`src/rtl/q5_divider.sv`:
```
// Radix-4 restoring divider: 8-bit unsigned a/b, two quotient bits per clock over four iterations.
// Optional registered div_zero output is enabled by defining Q5_DIVZERO_FLAG_EN.
module q5_divider (
    input  logic       clk,
    input  logic       rst,
    input  logic [7:0] a,
    input  logic [7:0] b,
    input  logic       start,
    output logic [7:0] q,
    output logic [7:0] r,
    output logic       busy,
    output logic       ready,
    output logic [1:0] count
`ifdef Q5_DIVZERO_FLAG_EN
    ,
    output logic       div_zero
`endif
);

    typedef enum logic {S_IDLE, S_BUSY} state_t;

    state_t      state_q, state_d;
    logic [7:0]  dvd_q, dvd_d;
    logic [7:0]  dvs_q, dvs_d;
    logic [9:0]  rem_q, rem_d;
    logic [7:0]  quo_q, quo_d;
    logic [1:0]  cnt_q, cnt_d;
    logic [7:0]  q_q, q_d;
    logic [7:0]  r_q, r_d;
    logic        rdy_q, rdy_d;
`ifdef Q5_DIVZERO_FLAG_EN
    logic        dz_q, dz_d;
`endif

    logic [9:0]  shifted;
    logic [9:0]  trial1, trial2, trial3;
    logic [9:0]  rem_nxt;
    logic [1:0]  digit;

    // The remainder never exceeds 255, so dropping the top two bits of the shift is lossless.
    assign shifted = 10'({rem_q, dvd_q[7:6]});
    assign trial1  = {2'b00, dvs_q};
    assign trial2  = {1'b0, dvs_q, 1'b0};
    assign trial3  = trial2 + trial1;

    always_comb begin
        digit   = 2'd0;
        rem_nxt = shifted;
        if (shifted >= trial3) begin
            digit   = 2'd3;
            rem_nxt = shifted - trial3;
        end else if (shifted >= trial2) begin
            digit   = 2'd2;
            rem_nxt = shifted - trial2;
        end else if (shifted >= trial1) begin
            digit   = 2'd1;
            rem_nxt = shifted - trial1;
        end
    end

    always_comb begin
        state_d = state_q;
        dvd_d   = dvd_q;
        dvs_d   = dvs_q;
        rem_d   = rem_q;
        quo_d   = quo_q;
        cnt_d   = cnt_q;
        q_d     = q_q;
        r_d     = r_q;
        rdy_d   = rdy_q;
`ifdef Q5_DIVZERO_FLAG_EN
        dz_d    = dz_q;
`endif
        case (state_q)
            S_IDLE: begin
                if (start) begin
                    state_d = S_BUSY;
                    dvd_d   = a;
                    dvs_d   = b;
                    rem_d   = 10'd0;
                    quo_d   = 8'd0;
                    cnt_d   = 2'd0;
                    rdy_d   = 1'b0;
`ifdef Q5_DIVZERO_FLAG_EN
                    dz_d    = 1'b0;
`endif
                end
            end
            default: begin
                rem_d = rem_nxt;
                dvd_d = {dvd_q[5:0], 2'b00};
                quo_d = {quo_q[5:0], digit};
                cnt_d = cnt_q + 2'd1;
                if (cnt_q == 2'd3) begin
                    state_d = S_IDLE;
                    q_d     = {quo_q[5:0], digit};
                    r_d     = rem_nxt[7:0];
                    rdy_d   = 1'b1;
                    cnt_d   = 2'd0;
`ifdef Q5_DIVZERO_FLAG_EN
                    dz_d    = (dvs_q == 8'd0);
`endif
                end
            end
        endcase
    end

    always_ff @(posedge clk) begin
        if (rst) begin
            state_q <= S_IDLE;
            dvd_q   <= 8'd0;
            dvs_q   <= 8'd0;
            rem_q   <= 10'd0;
            quo_q   <= 8'd0;
            cnt_q   <= 2'd0;
            q_q     <= 8'd0;
            r_q     <= 8'd0;
            rdy_q   <= 1'b0;
`ifdef Q5_DIVZERO_FLAG_EN
            dz_q    <= 1'b0;
`endif
        end else begin
            state_q <= state_d;
            dvd_q   <= dvd_d;
            dvs_q   <= dvs_d;
            rem_q   <= rem_d;
            quo_q   <= quo_d;
            cnt_q   <= cnt_d;
            q_q     <= q_d;
            r_q     <= r_d;
            rdy_q   <= rdy_d;
`ifdef Q5_DIVZERO_FLAG_EN
            dz_q    <= dz_d;
`endif
        end
    end

    assign q     = q_q;
    assign r     = r_q;
    assign busy  = (state_q == S_BUSY);
    assign ready = rdy_q;
    assign count = cnt_q;
`ifdef Q5_DIVZERO_FLAG_EN
    assign div_zero = dz_q;
`endif

endmodule

```
`config.mk`:
```
export PLATFORM = sky130hd
export DESIGN_NAME = q5_divider
export DESIGN_NICKNAME = d
export VERILOG_FILES = /design/src/rtl/q5_divider.sv
export SDC_FILE = /design/constraint.sdc
export NUM_CORES = 1
export LEC_CHECK = 0
export CORE_UTILIZATION = 40
export CTS_CLUSTER_DIAMETER = 50
export DETAILED_ROUTE_END_ITERATION = 16
export SYNTH_ARGS = -nofsm -noshare
export SYNTH_HDL_FRONTEND = slang
export SYNTH_SLANG_ARGS = --single-unit
```
`constraint.sdc`:
```
create_clock -name clk -period 2.8 [get_ports clk]
set_clock_uncertainty 0.15 [all_clocks]
set_input_delay 0.42 -clock clk [delete_from_list [all_inputs] [get_ports clk]]
set_output_delay 0.42 -clock clk [all_outputs]
set_load 0.005 [all_outputs]
```
==> out/qor.txt, run 1 <==
Yosys warning total - 0
Synth area leader - dfxtp_1
Finish-stage setup viols - 20
R2r startpoint - dvs_q[1]
X dimension of the die - 95.8 um
Die Span Y - 95.8 um
Worst EP required - 2.87 ns
Slew @ Worst Pin - 0.738 ns
VDD IR-drop max - 499 uV
Startpoint Class - flop
DP HPWL - 7690 um
Detailed-route via count - 3,385
I/O pin cnt - 39
Sequential cell area fraction in the yosys report - 0.285
Count of pins over their slew limit - 0
WL/cell - 16.2 um
Initial antenna violation count - 0
Post-Synthesis Cells - 421
GRT overflow - 0
Final #Nets - 564
DIE AREA - 0.00917 sq mm
Syn avg cell area - 8.35 sq um
Most instantiated cells after synthesis - 52 x nand2_1, 50 x dfxtp_1, 45 x a21oi_1
First-pass GRT wire length - 15,500 um
Vias in the first global route - 3,127
Routed wire length - 9960 um
Synth async-reset ratio - 0
MaxCap Viol Count - 0
Worst skew pair latency - 0.32 ns
Hold slack final - 0.306 ns
Critical Path Sink Type - flop
Largest net degree at the start of global routing - 26
Synthesized net count - 478
Row cnt - 33
Filler cell count - 778
Layout Cells excl Fill - 613
RSZ-0062 raised after global routing - true
Post-synth EDFFs - 0
Failing checks - negative setup slack
Clock root buffer - clkbuf_8
Area grow syn2layout - 32.8%
All-layer global routing usage - 0.225
Number of routed nets with antenna violations - 0
Core Area - 0.00838 sq mm
Crit path kind - flop to flop
Initial drt markers - 234
Synthesized area - 0.00352 sq mm
Final worst-path cycle share - 1.17
Flops & latches, synth - 50
Pre-antenna DRT Iters - 4
Final Hold Viols - 0
Worst Setup Slack, final - -0.467 ns
Final TNS setup - -7.51 ns
DR DRC count - 0
Initial Util - 0.420
ANT cells - 0
IO buf count - 38
Placed Instances - 601
Clock Path Buffers - 2
Power density over cell area - 1200 mW/mm^2
Clk slew on worst S/H paths - 0.11 ns
Power, Total - 5.62 mW
CTS Buf Count - 5
Max_slew headroom - 0.504
Status - finished, violations left
Ranking of synthesized cells by area - dfxtp_1 28%, ha_1 12%, a21oi_1 6.4%
Critical path fanouts, max - 6
Worst path arrival time - 3.34 ns
Worst hold path class - flop to flop
HP Start - r[6]
Top-area cell type share of the netlist area - 0.285
Min Tclk post-route - 3.27 ns
Layout cells sized above 1 - 0.224
Hold Buf Count CTS - 0
CTS tree - yes
Yosys cell types - 61
Top_reg_cell synth - dfxtp_1
Fmax - 306 MHz
Most common cell in the synthesized netlist - nand2_1
# clock sinks - 50
Final GP Congestion - 0.891
Critical Path Start - dvs_q[1]
Vias per cell - 5.52
Htree depth - 2
Util after Layout - 0.557
Leak Pwr - 1.95 nW
placed cells by master (no fill, tap or decap), types with 2 or more instances in the layout:
cell type        instances
a211oi_1                 3
a211oi_2                 2
a211oi_4                 2
a21o_1                   6
a21oi_1                 41
a21oi_2                  9
a221oi_2                 3
a22o_1                   6
a22oi_1                  2
and2_1                   3
buf_4                   54
buf_6                    5
clkbuf_8                 5
clkdlybuf4s50_1         38
dfxtp_1                 48
fa_1                     3
ha_1                    32
inv_1                   18
mux2i_1                 12
nand2_1                 49
nand2_2                  5
nand2b_1                 5
nand3_1                  6
nand3b_1                 3
nand4_1                  2
nand4b_1                 2
nor2_1                  32
nor2b_1                  5
nor3_1                   9
nor3_2                   3
nor3b_1                  7
nor4b_1                  2
o211ai_1                 3
o21a_1                   5
o21ai_0                  5
o21ai_1                 15
o21ai_2                  5
o311ai_0                 2
xnor2_1                  8
xor2_1                  10
area by class of cell:
cell class | instances | area, sq um | area share
Multi-Input combinational cell | 334 | 2500 | 0.536
Sequential cell | 50 | 1010 | 0.215
Timing Repair Buffer | 97 | 842 | 0.180
Tap cell | 105 | 131 | 0.0281
Inverter | 19 | 71.3 | 0.0153
Clock buffer | 5 | 68.8 | 0.0147
Clock inverter | 3 | 47.5 | 0.0102
state kept, by name, indices dropped and copies added, names as in the netlist:
name   cells
busy       1
count      2
dvd_q      8
dvs_q      8
q          8
quo_q      6
r          8
ready      1
rem_q      8
power by group:
part           switching (mW)  leakage (nW)  internal, mW  total (mW)
combinational            2.21          1.49          1.94        4.15
clock                   0.281        0.0606         0.274       0.555
sequential              0.127         0.408         0.788       0.915
total                    2.62          1.95          3.00        5.62
layer usage:
layer  vias to the layer above  wire (um)  global-route usage
met5                         -          0                   0
met4                         0        195              0.0833
met3                        17        534              0.0387
met2                        91       4460               0.359
met1                      1586       4770               0.303
li1                       1691          -                   -
kinds of logic after synthesis:
kind of cell | share of synthesized area
buffers and inverters | 0.0477
AOI/OAI and AO/OA | 0.257
adders and majority gates | 0.144
DFF | 0.285
xor gates and xnor gates | 0.0448
muxes | 0.0374
and+or+nand+nor | 0.185
stage by stage:
step	setup slack (ns)	instance area, sq um
6_report	-0.467	4670
5_1_grt	-0.623	4670
4_1_cts	-0.441	4560
3_5_place_dp	-0.472	4390
3_3_place_gp	-0.397	4390
2_1_floorplan	-0.158	3570
worst paths after layout:
path                              to  slack (ns)  cells after the start
worst max register to register  r[6]       -0.47                     17
worst min-delay path            r[6]        0.31                      2
worst min register to register  r[6]        0.31                      2
worst max-delay path            r[6]       -0.47                     17
timing repair:
action                     CTS  global route
resized for setup            6            18
pin swaps                   14            15
setup endpoints to repair   20            20
buffers inserted             3             1
critical path: stages (launching register included):
cell and delay (ns):
dfxtp_4 0.38, ha_4 0.16, inv_2 0.05, fa_2 0.18
nor2b_1 0.05, o21ai_1 0.13, nand2b_1 0.10, a21o_1 0.19
a21o_1 0.20, xor2_1 0.15, ha_1 0.37, o2111ai_4 0.17
a31oi_4 0.32, buf_6 0.17, a211oi_4 0.04, buf_4 0.16
o21ai_2 0.15, nand2_1 0.06
Note: power is estimated with default switching activity, not from simulation.
==> run 2, diff against run 1 <==
Settings changed: CORE_MARGIN from default to 2.
==> out/qor.txt, run 2 (synthesis gave the netlist of run 1 again) <==
Status - finished, violations left
Critical path fanouts, max - 8
Worst EP required - 2.88 ns
Layout cells sized above 1 - 0.247
Final worst-path cycle share - 1.15
Min Tclk post-route - 3.23 ns
DP HPWL - 7940 um
GRT overflow - 0
Largest net degree at the start of global routing - 33
Commonest non-fill, non-tap cell in the layout - buf_4
Multi-input logic area - 0.00252 sq mm
First-pass GRT wire length - 16,700 um
CTS tree - yes
ANT cells - 0
RSZ-0062 raised after global routing - true
Detailed-route via count - 3,368
CTS Buf Count - 5
Placed Instances - 607
Htree depth - 2
Critical Path Sink Type - flop
Clock Path Buffers - 2
Initial antenna violation count - 0
VDD IR-drop max - 720 uV
Startpoint Class - flop
Final Hold Viols - 0
Worst skew pair latency - 0.30 ns
# clock sinks - 50
I/O pin cnt - 39
Flop pwr share - 0.156
Finish-stage setup viols - 20
Vias per cell - 5.41
IO buf count - 38
Failing checks - negative setup slack
Initial drt markers - 155
Logic pwr share - 0.754
Crit path kind - flop to flop
Final #Nets - 571
Power density over cell area - 1240 mW/mm^2
Initial Util - 0.407
Vias in the first global route - 3,391
Fmax - 310 MHz
Slew @ Worst Pin - 0.537 ns
DIE AREA - 0.00956 sq mm
Row cnt - 34
Worst hold path class - flop to flop
Number of routed nets with antenna violations - 0
Filler cell count - 816
All-layer global routing usage - 0.217
Psw - 2.74 mW
Clk slew on worst S/H paths - 0.10 ns
Clock root buffer - clkbuf_8
Core Area - 0.00864 sq mm
Int Power - 3.15 mW
Net Sw Frac - 0.465
Worst Setup Slack, final - -0.430 ns
Most frequent cells in the layout - 62 x buf_4, 49 x nand2_1, 47 x dfxtp_1, 40 x a21oi_1, 38 x clkdlybuf4s50_1
X dimension of the die - 97.8 um
Worst path arrival time - 3.31 ns
MaxCap Viol Count - 0
DR DRC count - 0
Storage cell area - 0.00101 sq mm
Max_slew headroom - 0.639
Power, Total - 5.88 mW
Die Span Y - 97.8 um
Layout Cells excl Fill - 623
Leak Pwr - 2.00 nW
Hold Buf Count CTS - 0
WL/cell - 16.3 um
Routed wire length - 10,100 um
Count of pins over their slew limit - 0
Final GP Congestion - 0.947
Clk network pwr share - 0.090
Pre-antenna DRT Iters - 4
Area grow syn2layout - 35.0%
## run 2: per-layer routing
metal | wire (um) | vias to the layer above | global-route usage
met5 | 0 | - | 0
met4 | 247 | 0 | 0.0823
met3 | 332 | 17 | 0.0308
met2 | 4730 | 68 | 0.349
met1 | 4820 | 1585 | 0.296
li1 | - | 1698 | -
## run 2: final timing paths
path | start | endpoint | slack [ns] | cells past startpoint
worst max-delay path | dvs_q[1] | rem_q[6] | -0.43 | 16
worst min register to register | r[4] | r[4] | 0.30 | 2
worst min-delay path | r[4] | r[4] | 0.30 | 2
worst max register to register | dvs_q[1] | rem_q[6] | -0.43 | 16
## run 2: timing repair
item | in CTS | in global routing
pin swaps | 27 | 17
setup buffers | 6 | 3
setup endpoints to repair | 20 | 20
gates resized for setup | 20 | 9
## run 2: critical path: stages (launching register included)
cell and delay, ns:
dfxtp_4 0.39, ha_4 0.13, inv_2 0.03, fa_2 0.33, nor2b_1 0.12, o21ai_1 0.07, nand2b_1 0.10, xnor2_1 0.13
ha_1 0.32, a21oi_2 0.18, nand2_1 0.09, o2111ai_2 0.24, a31oi_4 0.20, buf_12 0.20, a211oi_2 0.20, o21ai_1 0.11
a21oi_1 0.17
## run 2: power groups by stage
stage                     Clock (mW)  Sequential, mW  Combinational [mW]
after CTS                      0.542           0.916                4.20
after detailed placement           0           0.931                3.76
after global routing           0.565           0.925                4.78
final                          0.529           0.916                4.44
after floorplan                    0           0.878                2.56
after global placement             0           0.930                3.75
## run 2: per-stage QoR
step | TNS (ns) | setup slack [ns] | utilization | instance area, sq um | hold slack, ns
CTS | -6.52 | -0.397 | 0.542 | 4680 | 0.305
finish | -6.50 | -0.430 | 0.550 | 4750 | 0.299
detailed placement | -6.15 | -0.385 | 0.513 | 4430 | 0.286
global route | -9.82 | -0.584 | 0.550 | 4750 | 0.326
floorplan | -1.44 | -0.158 | - | 3570 | 0.285
global placement | -5.13 | -0.372 | 0.513 | 4430 | 0.276
## run 2: layout make-up
| class | instances | share of cell area |
|---|---|---|
| clock inverter | 3 | 0.00922 |
| multi-input combinational | 334 | 0.531 |
| clock buffer | 5 | 0.0145 |
| inverter | 19 | 0.0150 |
| timing repair buffer | 104 | 0.189 |
| tap | 108 | 0.0285 |
| sequential | 50 | 0.212 |
